**src/rtl/mcoc_uart_rx_abd.sv**
```systemverilog
// UART 8N1 receiver with automatic baud detection, memory-mapped (ctl/baud/rdat/bres).
// Latency: a byte is posted one clk after its stop-bit mid-sample; reads are combinational.
// Backpressure: none. An unread byte is overwritten by the next one, and ORER records the loss.
//
// Ports:
//   clk, rst_n      system clock, asynchronous active-low reset
//   rxd             serial input (asynchronous, idle high)
//   adr/cs/rd/wr    register window: 0x0 ctl, 0x2 baud, 0x6 rdat, 0xe bres
//   wdat / rdat     write data / read data (rdat is 0 unless cs&rd)
//   irq             RAVL & RIE
module mcoc_uart_rx_abd #(
   parameter logic [15:0] RST_BAUD = 16'h09c3,
   parameter int          BRD_MIN  = 16
) (
   input  logic        clk,
   input  logic        rst_n,
   input  logic        rxd,
   input  logic [3:0]  adr,
   input  logic        cs,
   input  logic        rd,
   input  logic        wr,
   input  logic [15:0] wdat,
   output logic [15:0] rdat,
   output logic        irq
);

   localparam logic [15:0] BRD_MIN_W = 16'(BRD_MIN);

   localparam logic [3:0] ADR_CTL  = 4'h0;
   localparam logic [3:0] ADR_BAUD = 4'h2;
   localparam logic [3:0] ADR_RDAT = 4'h6;
   localparam logic [3:0] ADR_BRES = 4'he;

   typedef enum logic [1:0] {
      ST_IDLE,
      ST_START,
      ST_DATA,
      ST_STOP
   } state_t;

   // ------------------------------------------------------------------
   // Input synchronizer and edge detection
   // ------------------------------------------------------------------
   logic rx_meta;
   logic rxs;
   logic rxs_d;

   // Reset to the idle level so that leaving reset never looks like a start edge.
   always_ff @(posedge clk or negedge rst_n) begin
      if (!rst_n) begin
         rx_meta <= 1'b1;
         rxs     <= 1'b1;
         rxs_d   <= 1'b1;
      end else begin
         rx_meta <= rxd;
         rxs     <= rx_meta;
         rxs_d   <= rxs;
      end
   end

   logic rx_fall;
   logic rx_rise;

   assign rx_fall = rxs_d & ~rxs;
   assign rx_rise = ~rxs_d & rxs;

   // ------------------------------------------------------------------
   // Register access decode
   // ------------------------------------------------------------------
   logic wr_ctl;
   logic wr_baud;
   logic rd_rdat;

   assign wr_ctl  = cs & wr & (adr == ADR_CTL);
   assign wr_baud = cs & wr & (adr == ADR_BAUD);
   assign rd_rdat = cs & rd & (adr == ADR_RDAT);

   // ------------------------------------------------------------------
   // State
   // ------------------------------------------------------------------
   logic        rxe;
   logic        rie;
   logic        ravl;
   logic        orer;
   logic        brdf;
   logic        frer;
   logic [15:0] baud;
   logic [15:0] rx_data;
   logic [15:0] bres;
   logic [15:0] lw;

   state_t      state;
   logic [15:0] tmr;
   logic [2:0]  bitcnt;
   logic [7:0]  shreg;

   // ------------------------------------------------------------------
   // Receiver FSM
   // ------------------------------------------------------------------
   logic tmr_zero;
   logic deliver;

   assign tmr_zero = (tmr == 16'h0000);
   // Stop-bit sample point. Dropping RXE takes priority, so an aborted frame is never posted.
   assign deliver  = rxe & (state == ST_STOP) & tmr_zero;

   always_ff @(posedge clk or negedge rst_n) begin
      if (!rst_n) begin
         state  <= ST_IDLE;
         tmr    <= 16'h0000;
         bitcnt <= 3'd0;
         shreg  <= 8'h00;
      end else if (!rxe) begin
         state <= ST_IDLE;
      end else begin
         case (state)
            ST_IDLE: begin
               if (rx_fall) begin
                  // Half a bit time places every later sample near mid-bit.
                  tmr   <= baud >> 1;
                  state <= ST_START;
               end
            end
            ST_START: begin
               if (tmr_zero) begin
                  if (rxs) begin
                     state <= ST_IDLE;   // line is high again, so this was a false start
                  end else begin
                     tmr    <= baud;
                     bitcnt <= 3'd0;
                     state  <= ST_DATA;
                  end
               end else begin
                  tmr <= tmr - 16'd1;
               end
            end
            ST_DATA: begin
               if (tmr_zero) begin
                  // The line sends LSB first, so shift in from the top. After 8 bits the
                  // first bit has reached bit 0.
                  shreg <= {rxs, shreg[7:1]};
                  tmr   <= baud;
                  if (bitcnt == 3'd7) begin
                     state <= ST_STOP;
                  end else begin
                     bitcnt <= bitcnt + 3'd1;
                  end
               end else begin
                  tmr <= tmr - 16'd1;
               end
            end
            ST_STOP: begin
               if (tmr_zero) begin
                  state <= ST_IDLE;
               end else begin
                  tmr <= tmr - 16'd1;
               end
            end
            default: state <= ST_IDLE;
         endcase
      end
   end

   // ------------------------------------------------------------------
   // Baud-rate detector: width of each low pulse on the line
   // ------------------------------------------------------------------
   logic [15:0] lw_m1;
   logic        detect;

   assign lw_m1  = lw - 16'd1;
   // A pulse of at least BRD_MIN clocks that is shorter than any pulse seen so far.
   // Because lw >= BRD_MIN here, lw_m1 cannot wrap.
   assign detect = rx_rise & (lw >= BRD_MIN_W) & (lw_m1 < bres);

   always_ff @(posedge clk or negedge rst_n) begin
      if (!rst_n) begin
         lw <= 16'h0000;
      end else if (rx_rise) begin
         lw <= 16'h0000;
      end else if (!rxs && (lw != 16'hffff)) begin
         lw <= lw + 16'd1;
      end
   end

   // ------------------------------------------------------------------
   // Control, status and data registers
   // ------------------------------------------------------------------
   // In every sticky flag, a hardware set takes priority over a write-1-to-clear in the same
   // cycle, so an event is never lost.
   always_ff @(posedge clk or negedge rst_n) begin
      if (!rst_n) begin
         rxe     <= 1'b0;
         rie     <= 1'b0;
         ravl    <= 1'b0;
         orer    <= 1'b0;
         brdf    <= 1'b0;
         frer    <= 1'b0;
         baud    <= RST_BAUD;
         rx_data <= 16'h0000;
         bres    <= 16'hffff;
      end else begin
         if (wr_ctl) begin
            rxe <= wdat[1];
            rie <= wdat[0];
         end

         if (wr_baud) begin
            baud <= wdat;
         end

         // A byte posted in the same cycle as an rdat read keeps RAVL set.
         if (deliver) begin
            ravl    <= 1'b1;
            rx_data <= {8'h00, shreg};
         end else if (rd_rdat) begin
            ravl <= 1'b0;
         end

         // Overrun only when the previous byte is still unread and no read takes it this cycle.
         if (deliver && ravl && !rd_rdat) begin
            orer <= 1'b1;
         end else if (wr_ctl && wdat[6]) begin
            orer <= 1'b0;
         end

         // A low stop bit flags the frame, but the byte is still posted.
         if (deliver && !rxs) begin
            frer <= 1'b1;
         end else if (wr_ctl && wdat[4]) begin
            frer <= 1'b0;
         end

         // Clearing BRDF also restarts the measurement, unless a detection lands in the same cycle.
         if (detect) begin
            brdf <= 1'b1;
            bres <= lw_m1;
         end else if (wr_ctl && wdat[5]) begin
            brdf <= 1'b0;
            bres <= 16'hffff;
         end
      end
   end

   // ------------------------------------------------------------------
   // Read mux and interrupt
   // ------------------------------------------------------------------
   logic [15:0] ctl_word;
   logic [15:0] rd_mux;

   assign ctl_word = {8'h00, ravl, orer, brdf, frer, 2'b00, rxe, rie};

   always_comb begin
      rd_mux = 16'h0000;
      case (adr)
         ADR_CTL:  rd_mux = ctl_word;
         ADR_BAUD: rd_mux = baud;
         ADR_RDAT: rd_mux = rx_data;
         ADR_BRES: rd_mux = bres;
         default:  rd_mux = 16'h0000;
      endcase
   end

   assign rdat = (cs && rd) ? rd_mux : 16'h0000;
   assign irq  = ravl & rie;

endmodule
```
**config.mk**
```make
export PLATFORM = sky130hd
export DESIGN_NAME = mcoc_uart_rx_abd
export DESIGN_NICKNAME = d
export VERILOG_FILES = /design/src/rtl/mcoc_uart_rx_abd.sv
export SDC_FILE = /design/constraint.sdc
export NUM_CORES = 1
export LEC_CHECK = 0
export CORE_ASPECT_RATIO = 1.4
export CORE_MARGIN = 10
export CORE_UTILIZATION = 25
export DETAILED_ROUTE_END_ITERATION = 8
export GPL_TIMING_DRIVEN = 0
export HOLD_SLACK_MARGIN = 0.03
export PLACE_DENSITY = 0.49
export SLEW_MARGIN = 30
export SYNTH_ARGS = -nofsm -noshare
export SYNTH_HDL_FRONTEND = slang
export SYNTH_SLANG_ARGS = --single-unit
```
**constraint.sdc**
```tcl
create_clock -name clk -period 4.6 [get_ports clk]
set_input_delay 0.69 -clock clk [delete_from_list [all_inputs] [get_ports clk]]
set_output_delay 0.69 -clock clk [all_outputs]
set_load 0.1 [all_outputs]
```
Word level (Yosys, flattened, before mapping) --
Index checks and enable logic that the tools add are counted.
Word-level totals: bits in registers 94, latch bits 0, bits in writable memories 0, ROM bits 0, bits of input ports 26, output and inout bits 17, word-level logic and storage cells 113, memories 0
Cells by class: $add $sub $neg 4, $mul 0, divide/modulo/power cells 0, order comparisons 2, eq/ne operators 20, shift-type cells 0, multiplexer cells 33, bitwise logic cells 14, reduce and logical (&&, ||, !) cells 23
Operator list (count):
- $mux W16 | 10
- $pmux W16 S4 | 2
- $sub A16 B1 Y16 const B | 2
- $ne A3 B3 Y1 const B | 6
- $add A16 B1 Y16 const B | 1
- $ge A16 B5 Y1 const B | 1
- $logic_not A16 Y1 | 1
- $lt A16 B16 Y1 | 1
- $ne A16 B16 Y1 const B | 1
- $mux W2 | 7
- $and A1 B1 Y1 | 12
- $mux W3 | 4
- $ne A2 B2 Y1 const B | 6
- $reduce_bool A2 Y1 | 6
- $logic_and A1 B1 Y1 | 8
- $mux W1 | 8
- $pmux W2 S4 | 1
- $pmux W3 S2 | 1
- $reduce_and A6 Y1 | 1
- $reduce_and A5 Y1 | 1
- $eq A2 B2 Y1 const B | 2
- $eq A4 B2 Y1 const B | 1
- $eq A4 B3 Y1 const B | 1
- $eq A4 B4 Y1 const B | 1
- other kinds (9) | 11

Depth between registers and ports, before layout --
depth in word-level cells 6, depth in mapped cells 14, gate-level depth less buffers 12

Least setup slack after synthesis --
OpenSTA, ideal clock, no wires.
kind input to output, start in adr[1], end out rdat[2], data arrival time 3.114 ns, data required time 3.910 ns, slack 0.796 ns, cell stages on the path 5, path buffers 1, cells stage by stage nor2b_1 nor3b_1 clkbuf_1 a222oi_1 nor2_1
Between the ends: longest elaborated chain between the ends 3, elaborated cells on any way between the ends 6, classes of those cells 3 x eq/ne; 2 x mux; 1 x reduce/logical
Ends and longest elaborated chain:
- start: declaration | RTL line 18 | input logic [3:0] adr,
- $eq A4 B4 Y1, or another cell as far along | RTL line 254 | case (adr)
- $pmux W16 S4 (*) | RTL line 254
- $mux W16 (*) | RTL line 263 | assign rdat = (cs && rd) ? rd_mux : 16'h0000;
- end: declaration | RTL line 23 | output logic [15:0] rdat,
Mark *: on every way between the ends. The rest lies on a longest branch, timed or not.

Worst setup path in the final report --
start in adr[1], end out rdat[1]
Same word-level chain as after synthesis.

==> results.py <==
metrics = {
    "clocking": {
        "cts_buffers": 9,
        "cts_sinks": 94,
        "clk-insertion-delay-late_ns": 0.36,
        "path_clk_slew_ns": 0.07,
        "cts_root_buf": "clkbuf_16",
        "clockBufferDepth": 2,
        "htreeDepth": 3,
        "tritoncts": "yes",
    },
    "synth": {
        "synth_top_area_cell": "dfrtp_1",
        "synth-compound-area-share_pct": 16.3,
        "synth_top_family_by_area": "simple AND/OR/NAND/NOR gates",
        "syn_avg_cell_area_sq_um": 9.26,
        "synth_fa_ha_area_share_pct": 5.46,
        "netlist_area_sq_mm": 0.00572,
        "synth_enable_flop_cells": 0,
        "synthArstFlopShare_pct": 100,
        "synthesis.nets": 669,
        "synth_ff_type": "dfrtp_1",
        "synth-xor-area-share_pct": 3.37,
        "synthSimpleGateAreaFrac_pct": 18.9,
        "synth_most_common_cell": "nand2_1",
        "synth_top_area_share_pct": 30.2,
        "ys_warn_count": 0,
        "synthTopCellsByArea": "dfrtp_1 30%, dfstp_2 11%, mux2_2 9.0%",
        "synth.mux.area_fraction_pct": 9.75,
        "synth_common_cells": "75 x nand2_1, 69 x dfrtp_1, 52 x nor2_1",
        "yosys.cell_types.count": 63,
        "yosysSeqAreaShare_pct": 41.6,
        "syn_inst": 618,
        "synth_seq_cells": 94,
    },
    "die": {
        "die_h_um": 199,
        "row_count": 65,
        "dieWidth_um": 148,
        "die-area_sq_mm": 0.0294,
        "design.core.area_sq_mm": 0.0225,
        "initial_core_util_pct": 25.4,
        "io_pins": 43,
    },
    "drt": {
        "initialDrtViolationCount": 371,
        "drc": 0,
        "drtPass1Iterations": 6,
        "antenna_left": 0,
        "vias_per_cell": 4.81,
        "routed_wl_um": 16600,
        "vias": 4707,
        "post_drt_wl_per_cell_um": 16.9,
    },
    "sta": {
        "min_period_ns": 4.29,
        "fmax_mhz": 233,
        "slew_headroom_pct": 32.8,
        "tns_ns": 0,
        "finalClockSkew_ns": 0.00844,
        "drv_slew": 0,
        "tightest_slew_ns": 1.00,
        "final-hold-violation-count": 0,
        "hold_slack_ns": 0.211,
        "rsz0062_at_grt": "false",
        "finalSetupViolCount": 0,
        "finalCritPeriodShare_pct": 93.3,
    },
    "setup_path": {
        "r2r_slack_ns": 0.44,
        "critPathArrivalTime_ns": 3.60,
        "path_class": "input pin to output pin",
        "crit_path_end_kind": "output pin",
        "path_max_fanout": 10,
        "critical_path_required_ns": 3.91,
        "startpoint_type": "input pin",
    },
    "power_and_ir_drop": {
        "peakVddDrop_v": 0.000198,
        "power_mw": 2.78,
        "p_leak_nw": 2.88,
        "powerDensity_mw_per_mm2": 405,
    },
    "global_routing": {
        "grt_max_degree": 63,
        "grtUsageMet3_pct": 1.77,
        "top_usage_layer": "met2",
        "grt_use_total_pct": 11.6,
        "grt_pass1_vias": 4782,
        "grt_pass1_wl_um": 26800,
        "grt_use_met1_pct": 12.7,
        "grt_remaining_overflow": 0,
        "antenna_found_initial": 0,
        "gr-usage-met2_pct": 21.5,
    },
    "placement": {
        "dpl_cell_area_sq_mm": 0.00657,
        "gp_congestion": 0.855,
        "port_buffers": 42,
        "place_hpwl_um": 12700,
    },
    "cells_and_area": {
        "fin_util_pct": 30.5,
        "design_area_sq_mm": 0.00687,
        "area_growth_pct": 20.0,
        "n_antenna_cell": 0,
        "final_layout_size_suffix_gt1_share_pct": 17.4,
        "layout.nets": 723,
    },
    "min_path": {
        "hold_path_class": "input pin to asynchronous set/reset pin",
    },
    "job": {
        "maxCapViolCount": 0,
    },
    "outcome": {
        "status": "complete, no violations",
    },
}
-- cells in the final DEF, fill, tap and decap left out, types with 12 or more instances in the layout --
master,count
dfrtp_1,69
ha_1,25
dfstp_2,25
inv_1,28
clkbuf_1,23
nor2_1,52
nor3_1,15
nand3_1,12
mux2_2,46
xnor2_1,14
a21oi_1,36
o21ai_1,12
nand2_1,75
clkdlybuf4s50_1,29
o21ai_0,37
-- cell families after synthesis --
| group | count (synthesis) |
|---|---|
| and+or+nand+nor | 218 |
| DFF | 94 |
| xor gates and xnor gates | 22 |
| buffers and inverters | 64 |
| adders and majority gates | 25 |
| muxes | 50 |
| AOI/OAI and AO/OA | 145 |
-- layer usage --
layer  routed length (um)  vias to the layer above
li1                     -                     2316
met1                 6750                     2284
met2                 9060                       88
met3                  417                       19
met4                  355                        0
met5                    0                        -
-- flip-flops by register name (all words and copies together), names as in the netlist, 2 cells and up --
name / cells
bitcnt: 3
tmr: 16
bres: 16
baud: 16
shreg: 8
state: 2
rx_data: 8
lw: 16
-- power breakdown --
group	switching [mW]	total, mW	internal [mW]
registers	0.149	1.11	0.960
logic	0.524	0.890	0.366
clock network	0.355	0.780	0.425
-- worst paths after layout --
check	from	to	cells past startpoint
worst max-delay path	adr[1]	rdat[1]	8
min in group clk	rx_meta	rxs	0
worst max register to register	lw[6]	bres[12]	13
worst min-delay path	rst_n	rx_data[6]	1
worst min register to register	rx_meta	rxs	0
max in group asynchronous	rst_n	bres[14]	2
-- repair_timing --
action | 4_1_cts | 5_1_grt
hold buffers | 0 | 0
setup endpoints to repair | 19 | 20
buffers inserted | 0 | 0
endpoints found under the hold margin | 0 | 0
resized for setup | 20 | 2
-- stage by stage --
stage / setup slack [ns] / instances
final: 0.308 / 978
after global routing: 0.0766 / 978
after CTS: 0.000617 / 978
after detailed placement: -0.401 / 962
after global placement: -1.12 / 961
after floorplan: 0.796 / 618
-- final cells by class --
cell class / count / area, sq um
Fill cell: 2401 / 15700
Multi-Input combinational cell: 460 / 3110
Timing Repair Buffer: 43 / 443
Buffer: 35 / 154
Tap cell: 301 / 377
Inverter: 29 / 109
Clock inverter: 6 / 67.6
Clock buffer: 10 / 229
Sequential cell: 94 / 2380
-- worst max-delay path, cell delays in order --
cell and delay (ns):
clkdlybuf4s50_1 0.51, nor2b_1 0.20, and3_1 0.17, clkbuf_1 0.28, clkbuf_1 0.46, a222oi_1 0.19, a21oi_1 0.22, dlygate4sd2_1 0.88
Power figures use the tool's default switching activity.
